===== src/rtl/spi_mosi_burst_tx.sv =====
// -----------------------------------------------------------------------------
// spi_mosi_burst_tx
//
// SPI MOSI burst transmitter for the SSD1331 OLED path. A single start cycle
// captures up to DEPTH words of WIDTH bits plus one D/C flag per word. The
// requested number of words is then shifted out on o_MOSI, with o_CS and o_DC
// framing each word.
//
// Optional build macro:
//   MOSI_LSB_FIRST_EN - when defined, each word is shifted LSB first.
//                       When undefined (default), each word is shifted MSB first.
//                       Framing, timing and handshakes are identical in both builds.
//
// Parameters:
//   WIDTH  - bits per word
//   DEPTH  - maximum words captured per burst
//   CNT_W  - width of i_N_transmit (2^CNT_W-1 >= DEPTH)
//   CS_GAP - CS-high idle cycles between consecutive words (0 = CS held low)
//
// Ports:
//   i_SCK         clock; all state changes on the rising edge
//   i_RST         synchronous active-high reset
//   i_START       burst request, sampled every rising edge
//   i_N_transmit  number of words for this burst (clamped to DEPTH)
//   i_DATA        word k at [k*WIDTH +: WIDTH]; word 0 is sent first
//   i_DC          D/C flag for word k at bit k
//   o_MOSI        serial data
//   o_CS          chip select, active low
//   o_DC          D/C flag of the word currently on o_MOSI
//   o_BUSY        burst in progress
//   o_BYTE_DONE   one-cycle pulse per completed word
//   o_DONE        one-cycle pulse at burst end
//   o_REJECT      one-cycle pulse when i_START arrives during a burst
// -----------------------------------------------------------------------------
module spi_mosi_burst_tx #(
    parameter int WIDTH  = 8,
    parameter int DEPTH  = 8,
    parameter int CNT_W  = 4,
    parameter int CS_GAP = 1
) (
    input  logic                     i_SCK,
    input  logic                     i_RST,
    input  logic                     i_START,
    input  logic [CNT_W-1:0]         i_N_transmit,
    input  logic [WIDTH*DEPTH-1:0]   i_DATA,
    input  logic [DEPTH-1:0]         i_DC,
    output logic                     o_MOSI,
    output logic                     o_CS,
    output logic                     o_DC,
    output logic                     o_BUSY,
    output logic                     o_BYTE_DONE,
    output logic                     o_DONE,
    output logic                     o_REJECT
);

    localparam int WIDX_W = (DEPTH > 1)  ? $clog2(DEPTH)  : 1;
    localparam int NCNT_W = $clog2(DEPTH + 1);
    localparam int BIT_W  = (WIDTH > 1)  ? $clog2(WIDTH)  : 1;
    localparam int GAP_W  = (CS_GAP > 1) ? $clog2(CS_GAP) : 1;

    localparam logic [BIT_W-1:0]  BIT_LAST  = BIT_W'(WIDTH - 1);
    localparam logic [GAP_W-1:0]  GAP_LAST  = GAP_W'((CS_GAP > 0) ? CS_GAP - 1 : 0);
    localparam logic [CNT_W-1:0]  DEPTH_CNT = CNT_W'(DEPTH);

    typedef enum logic [1:0] {
        IDLE  = 2'd0,
        SHIFT = 2'd1,
        GAP   = 2'd2
    } state_t;

    state_t              state_q;

    // Captured burst payload (datapath, not reset)
    logic [WIDTH-1:0]    words_q [DEPTH];
    logic [DEPTH-1:0]    dc_q;

    // Control counters
    logic [WIDX_W-1:0]   word_idx_q;
    logic [WIDX_W-1:0]   last_idx_q;
    logic [BIT_W-1:0]    bit_idx_q;
    logic [GAP_W-1:0]    gap_cnt_q;

    // Registered outputs
    logic                mosi_q;
    logic                cs_q;
    logic                dc_out_q;
    logic                busy_q;
    logic                byte_done_q;
    logic                done_q;
    logic                reject_q;

    // Next-state helpers
    logic [NCNT_W-1:0]   n_clamp_d;
    logic [WIDX_W-1:0]   last_idx_d;
    logic [WIDX_W-1:0]   word_idx_d;
    logic [BIT_W-1:0]    bit_idx_d;
    logic [GAP_W-1:0]    gap_cnt_d;
    logic [WIDTH-1:0]    cur_word;
    logic [WIDTH-1:0]    nxt_word;

    // Bit k of the shift order for a word (k = number of edges since the
    // word's first bit appeared).
    function automatic logic tx_bit(input logic [WIDTH-1:0] w,
                                    input logic [BIT_W-1:0] idx);
`ifdef MOSI_LSB_FIRST_EN
        return w[idx];
`else
        return w[BIT_LAST - idx];
`endif
    endfunction

    always_comb begin
        // Requests above DEPTH are silently clamped.
        n_clamp_d  = (i_N_transmit > DEPTH_CNT) ? NCNT_W'(DEPTH) : NCNT_W'(i_N_transmit);
        // Only meaningful when n_clamp_d > 0; the n == 0 case never uses it.
        last_idx_d = WIDX_W'(n_clamp_d - NCNT_W'(1));
        word_idx_d = word_idx_q + WIDX_W'(1);
        bit_idx_d  = bit_idx_q + BIT_W'(1);
        gap_cnt_d  = gap_cnt_q + GAP_W'(1);
        cur_word   = words_q[word_idx_q];
        nxt_word   = words_q[word_idx_d];
    end

    // Payload capture happens only on an accepted start; later changes on
    // i_DATA / i_DC are invisible to the burst.
    always_ff @(posedge i_SCK) begin
        if (state_q == IDLE && i_START) begin
            for (int k = 0; k < DEPTH; k++) begin
                words_q[k] <= i_DATA[k*WIDTH +: WIDTH];
            end
            dc_q <= i_DC;
        end
    end

    always_ff @(posedge i_SCK) begin
        if (i_RST) begin
            state_q     <= IDLE;
            word_idx_q  <= '0;
            last_idx_q  <= '0;
            bit_idx_q   <= '0;
            gap_cnt_q   <= '0;
            mosi_q      <= 1'b0;
            cs_q        <= 1'b1;
            dc_out_q    <= 1'b0;
            busy_q      <= 1'b0;
            byte_done_q <= 1'b0;
            done_q      <= 1'b0;
            reject_q    <= 1'b0;
        end else begin
            byte_done_q <= 1'b0;
            done_q      <= 1'b0;
            reject_q    <= 1'b0;

            case (state_q)
                IDLE: begin
                    if (i_START) begin
                        if (n_clamp_d == '0) begin
                            // Empty burst: report completion, never frame.
                            done_q <= 1'b1;
                        end else begin
                            state_q    <= SHIFT;
                            busy_q     <= 1'b1;
                            cs_q       <= 1'b0;
                            dc_out_q   <= i_DC[0];
                            // First bit comes straight from the input port
                            // since words_q is being loaded on this same edge.
                            mosi_q     <= tx_bit(i_DATA[WIDTH-1:0], '0);
                            word_idx_q <= '0;
                            bit_idx_q  <= '0;
                            gap_cnt_q  <= '0;
                            last_idx_q <= last_idx_d;
                        end
                    end
                end

                SHIFT: begin
                    if (i_START) begin
                        reject_q <= 1'b1;
                    end
                    if (bit_idx_q != BIT_LAST) begin
                        bit_idx_q <= bit_idx_d;
                        mosi_q    <= tx_bit(cur_word, bit_idx_d);
                    end else if (word_idx_q == last_idx_q) begin
                        // Final word finished; o_DC keeps its last value.
                        state_q     <= IDLE;
                        cs_q        <= 1'b1;
                        mosi_q      <= 1'b0;
                        busy_q      <= 1'b0;
                        byte_done_q <= 1'b1;
                        done_q      <= 1'b1;
                        bit_idx_q   <= '0;
                        word_idx_q  <= '0;
                    end else begin
                        byte_done_q <= 1'b1;
                        word_idx_q  <= word_idx_d;
                        bit_idx_q   <= '0;
                        if (CS_GAP == 0) begin
                            // Back-to-back words under one continuous CS.
                            mosi_q   <= tx_bit(nxt_word, '0);
                            dc_out_q <= dc_q[word_idx_d];
                        end else begin
                            state_q   <= GAP;
                            cs_q      <= 1'b1;
                            mosi_q    <= 1'b0;
                            gap_cnt_q <= '0;
                        end
                    end
                end

                GAP: begin
                    if (i_START) begin
                        reject_q <= 1'b1;
                    end
                    // word_idx_q already points at the upcoming word here.
                    if (gap_cnt_q == GAP_LAST) begin
                        state_q  <= SHIFT;
                        cs_q     <= 1'b0;
                        mosi_q   <= tx_bit(cur_word, '0);
                        dc_out_q <= dc_q[word_idx_q];
                    end else begin
                        gap_cnt_q <= gap_cnt_d;
                    end
                end

                default: begin
                    state_q <= IDLE;
                    cs_q    <= 1'b1;
                    busy_q  <= 1'b0;
                    mosi_q  <= 1'b0;
                end
            endcase
        end
    end

    assign o_MOSI      = mosi_q;
    assign o_CS        = cs_q;
    assign o_DC        = dc_out_q;
    assign o_BUSY      = busy_q;
    assign o_BYTE_DONE = byte_done_q;
    assign o_DONE      = done_q;
    assign o_REJECT    = reject_q;

endmodule


===== config.mk =====
export PLATFORM = sky130hd
export DESIGN_NAME = spi_mosi_burst_tx
export DESIGN_NICKNAME = d
export VERILOG_FILES = /design/src/rtl/spi_mosi_burst_tx.sv
export SDC_FILE = /design/constraint.sdc
export NUM_CORES = 1
export LEC_CHECK = 0
export ABC_AREA = 1
export CORE_AREA = 2 2 99 101
export CTS_CLUSTER_SIZE = 12
export DETAILED_ROUTE_END_ITERATION = 8
export DIE_AREA = 0 0 101 103
export PLACE_DENSITY = 0.69
export SLEW_MARGIN = 20
export SYNTH_ARGS = -nofsm -noshare
export SYNTH_HDL_FRONTEND = slang
export SYNTH_SLANG_ARGS = --single-unit

===== constraint.sdc =====
create_clock -name i_SCK -period 3.4 [get_ports i_SCK]
set_input_delay 0.34 -clock i_SCK [delete_from_list [all_inputs] [get_ports i_SCK]]
set_output_delay 0.34 -clock i_SCK [all_outputs]
set_load 0.02 [all_outputs]

==> summary.md, run 1 <==
| Metric | Value |
|---|---|
| Cts hold-fix bufs | `0` |
| Worst-Margin Slew | `0.8165 ns` |
| Unrepaired setup endpoints after global routing | `false` |
| GP Congestion | `0.8227` |
| Synth warn | `0` |
| Peak Freq | `454.0 MHz` |
| Syn Area/Cell | `10.83 um2` |
| Syn nets | `458` |
| Placed Cells incl. Taps | `558` |
| Setup TNS Final | `0 ns` |
| Worst skew pair latency | `0.36 ns` |
| Fin. Hold Viols | `0` |
| Ys async rst share | `0%` |
| Mux contribution to synthesized area | `0.2498%` |
| Global-route usage over all layers | `17.60%` |
| Clk slew on worst S/H paths | `0.09 ns` |
| CP cell instances | `buf_4 > nand2_1 > nand3_1 > nand3_1 > nand2_1 > nand2_1 > nand3_1 > nand3_1 > nand2_1 > nand2_1 > nand2_1 > nand2_1 > a21oi_2` |
| Synth Area in Compound Gates | `4.746%` |
| Critical path's slowest cell | `dfxtp_1` |
| Post-route DRC | `0` |
| CTS buffer count | `9` |
| Largest stage delay, worst path | `0.86 ns` |
| GR Overflow Total | `0` |
| Adder-cell area share of the yosys netlist | `2.810%` |
| Buffers added on ports | `85` |
| EDFF count, synth | `72` |
| Final wirelength | `8370 um` |
| Gr busiest metal | `met2` |
| Startpoint Class | `flop` |
| Status | `complete, no violations` |
| Max-cap violations | `0` |
| Pwr dens | `756.2 nW/um2` |
| Dpl hpwl | `5905 um` |
| Commonest non-fill, non-tap cell in the layout | `nand2_1` |
| Final Setup Violations | `0` |
| Setup crit end kind | `flop` |
| CTS tree | `built` |
| Cells after synthesis | `370` |
| Antenna Nets Post-Route | `0` |
| Fin nets | `543` |
| Relative slew slack | `45.49%` |
| Fillers | `861` |
| Clk root buf | `clkbuf_8` |
| FF+latch count, synth | `93` |
| Register area share after synthesis | `64.44%` |
| Ant diodes | `0` |
| Vias | `2830` |
| Largest family of logic cells by synthesized area | `simple AND/OR/NAND/NOR gates` |
| Clock sink count | `93` |
| Hold Crit Class | `flop to flop` |
| Vias per std cell | `4.930` |
| Avg WL per Cell | `14.58 um` |
| Die area | `10400 um2` |
| Core area | `9459 um2` |
| Post-route insts no fill | `574` |
| Met2 usage | `29.38%` |
| Initial Utilization | `42.37%` |
| WS Path Type | `flop to flop` |
| Critical path arrival | `2.49 ns` |
| Post_cts resized | `0` |
| Die Ht | `103 um` |
| Mapped Area | `4008 um2` |
| XOR/XNOR Fraction of Synth Area | `0.6556%` |
| Num ports | `86` |
| Layout cell share with drive strength beyond 1 | `8.913%` |
| Initial antenna violation count | `0` |
| Maximum fanout along the worst path | `18` |
| Final Skew | `0.007751 ns` |
| Global routing usage on met1 | `22.58%` |
| Met3 Use GR | `2.983%` |
| Crit path required time | `3.69 ns` |
| DR pass1 iterations | `4` |
| # rows | `36` |
| Critical Path Most Common Cell | `nand2_1` |
| Final-report max-slew violation count | `0` |
| Syn-to-layout area delta | `27.63%` |
| Commonest cells after routing, fill and taps aside | `nand2_1 (96), clkdlybuf4s50_1 (85), edfxtp_1 (72)` |
| First-pass GRT wire length | `13920 um` |
| DRT iter0 DRCs | `130` |
| Worst hold slack | `0.4774 ns` |
| Vias in the first global route | `2957` |
| Leak | `1.970 nW` |
| Post CTS Setup Buffer Count | `0` |
| Clk buf depth | `2` |
| Largest net degree at the start of global routing | `45` |
| Post-synthesis simple-gate area fraction | `20.36%` |
| CTS HTree Levels | `3` |
| Dominant synthesized flop cell | `edfxtp_1` |
| Fin crit period | `2.203 ns` |
| Die Width | `101 um` |
| Worst vdd ir | `0.3362 mV` |
| Distinct cell type count after synthesis | `31` |
| Crit share post-route | `64.78%` |
## worst max-delay path, delay by kind of cell (launching register included)
family	cells	cell delay (ns)
flip-flops	1	0.86
AND/OR/NAND/NOR	11	0.81
buffers and inverters	1	0.34
AO/OA/AOI/OAI	1	0.10
## routing by layer
metal  routed length (um)  share of wire, %  vias up
li1                     -                 -     1419
met1                 3768                45     1316
met2                 4034                48       80
met3                  369               4.4       15
met4                  198               2.4        0
met5                    0                 0        -
## kinds of logic (layout without fill, tap and decap cells)
kind of cell	after synthesis	in the layout
AND/OR/NAND/NOR	185	185
flip-flops	93	93
buffers and inverters	47	137
AO/OA/AOI/OAI	32	32
adder cells (fa/ha/maj)	9	9
XOR/XNOR	3	3
multiplexers	1	1
## report_power, final
| group | total, mW | internal, mW | switching (mW) | leakage, nW |
|---|---|---|---|---|
| clock | 0.814 | 0.417 | 0.397 | 0.106 |
| combinational | 1.31 | 0.493 | 0.813 | 1.01 |
| sequential | 1.75 | 1.56 | 0.189 | 0.858 |
## stage by stage
stage | area, um2 | power, mW | worst slack, ns | util (%)
2_1_floorplan | 4008 | 2.763 | 0.6597 | -
3_3_place_gp | 4893 | 3.043 | 1.183 | 51.73
3_5_place_dp | 4893 | 3.093 | 1.029 | 51.73
4_1_cts | 5115 | 3.911 | 1.136 | 54.07
5_1_grt | 5115 | 4.176 | 0.9248 | 54.07
6_report | 5115 | 3.868 | 1.197 | 54.07
## worst paths after layout
check	startpoint	to	slack, ns	cells after the start
max	flop	o_MOSI	1.20	13
min	bit_idx_q[1]	bit_idx_q[1]	0.48	2
max reg2reg	flop	o_MOSI	1.20	13
min reg2reg	bit_idx_q[1]	bit_idx_q[1]	0.48	2
## cell type report
class,count,area [um2],area share (%)
inverter,34,135.1,2.642
multi-input combinational,230,1155,22.58
clock inverter,7,97.59,1.908
sequential,93,2582,50.49
timing repair buffer,87,878.3,17.17
tap,114,142.6,2.789
clock buffer,9,123.9,2.422
## synth_stat cells, types with 2 or more instances
cell type | n | share of area, %
dfxtp_1 | 21 | 10
nand3_1 | 52 | 6.5
buf_2 | 2 | 0.25
nor2_1 | 20 | 1.9
o21ai_0 | 7 | 0.87
ha_1 | 9 | 2.8
xnor2_1 | 3 | 0.66
a21oi_1 | 13 | 1.6
nand2_1 | 96 | 9.0
nand2_2 | 12 | 1.9
o22ai_1 | 2 | 0.31
inv_1 | 30 | 2.8
nand3_2 | 4 | 1.0
a21oi_2 | 2 | 0.44
edfxtp_1 | 72 | 54
buf_6 | 7 | 2.0
inv_2 | 3 | 0.28
o211ai_1 | 2 | 0.37
## registers in the layout (all words and copies together), names as in the netlist, named ones only
register     cells
o_BYTE_DONE      1
last_idx_q       3
dc_q             8
o_DONE           1
words_q         64
o_CS             1
o_REJECT         1
o_DC             1
o_BUSY           1
bit_idx_q        3
word_idx_q       3
o_MOSI           1
state_q          2
Power figures use the tool's default switching activity.
==> inputs of run 2 (changes only) <==
- PLACE_DENSITY: 0.69 -> 0.72
- clock period: 3.4 -> 1.81 ns (I/O delays scaled with it)
==> run 2 against run 1 <==
Compared with the run above:
- critical path depth shrank 1
- highest routed layer unchanged
- largest cell class unchanged
- clock skew grew 0.0067 ns
- final area grew 3.2%
==> summary.md, run 2 (synthesis results as in run 1) <==
| Metric | Value |
|---|---|
| Status | `complete, no violations` |
| Largest net degree at the start of global routing | `47 (+4.4%)` |
| Number of cells on the critical path | `12 (-1)` |
| Clk slew on worst S/H paths | `0.09 ns (about the same)` |
| Clk root buf | `clkbuf_8` |
| Final-report max-slew violation count | `0 (unchanged)` |
| Avg WL per Cell | `14.27 um (-2.2%)` |
| WS Path Type | `input port to flop` |
| GP Congestion | `0.8229 (about the same)` |
| GR Overflow Total | `0 (unchanged)` |
| Post-route cell area | `5279 um2 (+3.2%)` |
| CTS HTree Levels | `3 (unchanged)` |
| Fin crit period | `1.679 ns` |
| Worst-Margin Slew | `0.3830 ns (-0.4335 ns)` |
| Buf+Inv Stages, Crit Path | `3 (+2)` |
| Critical path's slowest cell | `clkdlybuf4s50_1` |
| Fin nets | `556 (+2.4%)` |
| Unrepaired setup endpoints after global routing | `false` |
| # rows | `36 (unchanged)` |
| Register-to-register path setup slack | `0.15 ns (-1.05 ns)` |
| Critical path arrival | `1.92 ns (-0.57 ns)` |
| Total power | `7.544 mW (+95%)` |
| CTS buffer count | `9 (unchanged)` |
| Setup crit end kind | `flop` |
| Cts hold-fix bufs | `0 (unchanged)` |
| DR pass1 iterations | `5 (+1)` |
| Most flop-heavy register | `words_q` |
| Worst vdd ir | `0.6526 mV (+94%)` |
| Worst path top cell family by delay | `buffers and inverters` |
| Peak Freq | `595.6 MHz` |
| Max FFs per register | `64 (unchanged)` |
| Max-cap violations | `0 (unchanged)` |
| Commonest non-fill, non-tap cell in the layout | `nand2_1` |
| Setup TNS Final | `0 ns (unchanged)` |
| Worst Setup SP | `i_N_transmit[3]` |
| Layout cell share with drive strength beyond 1 | `13.32% (+4.4 points)` |
| Maximum fanout along the worst path | `5 (-13)` |
| Vias | `2870 (+1.4%)` |
| Syn-to-layout area delta | `31.72%` |
| CP cell instances | `clkdlybuf4s50_1 > inv_2 > nand2_1 > ha_1 > nand3_1 > a21oi_2 > a21oi_1 > nand2_1 > inv_2 > nand2_1 > nand2_1 > nor2_1` |
| Worst skew pair latency | `0.35 ns (about the same)` |
| Post-route DRC | `0 (unchanged)` |
| Clock sink count | `93 (unchanged)` |
| Core area | `9459 um2 (unchanged)` |
| Initial Utilization | `42.37% (unchanged)` |
| Vias in the first global route | `2924 (-1.1%)` |
| Critical Path Most Common Cell | `nand2_1` |
| Dpl hpwl | `5879 um (-0.44%)` |
| CTS tree | `built` |
| Placed Area | `5045 um2 (+3.1%)` |
| Fillers | `813 (-5.6%)` |
| Startpoint Class | `input port` |
| Fin. Hold Viols | `0 (unchanged)` |
| Reg-to-reg endpoint | `o_MOSI` |
| Final Setup Violations | `0 (unchanged)` |
| Die Width | `101 um (unchanged)` |
| Vias per std cell | `4.889 (-0.83%)` |
| DRT iter0 DRCs | `111 (-15%)` |
| Leak | `2.047 nW (+3.9%)` |
| Worst hold slack | `0.3791 ns (-0.09831 ns)` |
| Relative slew slack | `74.44% (+29 points)` |
| Final wirelength | `8375 um (about the same)` |
| Buffers added on ports | `85 (unchanged)` |
| Worst reg2reg path depth | `14 (+1)` |
| Placed Cells incl. Taps | `571 (+2.3%)` |
| Global-route usage over all layers | `17.06% (-0.53 points)` |
| Biggest regs | `words_q x64, dc_q x8` |
| Die Ht | `103 um (unchanged)` |
| Largest stage delay, worst path | `0.45 ns (-0.41 ns)` |
| First-pass GRT wire length | `13700 um (-1.6%)` |
| Hold Crit Class | `input port to flop` |
| Final Skew | `0.01448 ns (+0.006727 ns)` |
| Commonest cells after routing, fill and taps aside | `nand2_1 (94), clkdlybuf4s50_1 (85), edfxtp_1 (72)` |
| Clk buf depth | `2 (unchanged)` |
| Pwr dens | `1429 nW/um2 (+89%)` |
| Die area | `10400 um2 (unchanged)` |
| Num ports | `86 (unchanged)` |
| Crit path required time | `2.05 ns (-1.64 ns)` |
| Initial antenna violation count | `0 (unchanged)` |
| Antenna Nets Post-Route | `0 (unchanged)` |
| Crit share post-route | `92.76%` |
| Post-route insts no fill | `587 (+2.3%)` |
| Ant diodes | `0 (unchanged)` |
run 2: changes by cell type in the layout (fill, tap and decap cells not counted), sizes merged:
cell	delta
clkinv	+3
buf	+13
clkinvlp	-1
inv	-2
run 2: timing repair:
action / 4_1_cts / 5_1_grt
resized for setup: 0 / 6
setup buffers: 0 / 0
setup endpoints to repair: 0 / 5
run 2: area by class of cell:
class / instances / area, um2 / area share (%)
clock inverter: 7 / 90.09 / 1.707
inverter: 34 / 147.6 / 2.797
tap: 114 / 142.6 / 2.702
sequential: 93 / 2585 / 48.97
clock buffer: 9 / 123.9 / 2.347
multi-input combinational: 230 / 1189 / 22.52
timing repair buffer: 100 / 1001 / 18.96
run 2: stage by stage:
stage	setup WS, ns	utilization (%)
floorplan	-0.3415	-
global placement	-0.1035	53.33
detailed placement	-0.2567	53.33
CTS	0.1112	55.60
global route	0.004507	55.81
finish	0.1310	55.81
run 2: worst reg2reg max path: cells and delay by family (launching register included):
kind | cells | cell delay (ns)
DFF | 1 | 0.37
AOI/OAI and AO/OA | 1 | 0.05
buffers and inverters | 2 | 0.33
and+or+nand+nor | 11 | 0.82
run 2: worst min path at each step:
stage	from	slack (ns)	endpoint	cells past startpoint
6_report	i_DATA[4]	0.38	words_q[0][4]	1
5_1_grt	i_DATA[4]	0.35	words_q[0][4]	1
4_1_cts	i_DATA[4]	0.37	words_q[0][4]	1
3_5_place_dp	bit_idx_q[1]	0.47	bit_idx_q[1]	2
3_3_place_gp	bit_idx_q[1]	0.45	bit_idx_q[1]	2
2_1_floorplan	i_DC[0]	0.28	dc_q[0]	0
run 2: power breakdown:
group          internal [mW]  total (mW)  switching, mW
clock network          0.772        1.48          0.711
logic                   1.15        2.90           1.75
registers               2.93        3.16          0.231
run 2: metal layers:
layer	global-route usage (%)	wire, um	share of wire, %	vias to the layer above
li1	-	-	-	1444
met1	21.82	3715	44	1341
met2	29.33	4163	50	78
met3	4.203	418	5.0	7
met4	4.366	78	0.93	0
met5	0	0	0	-
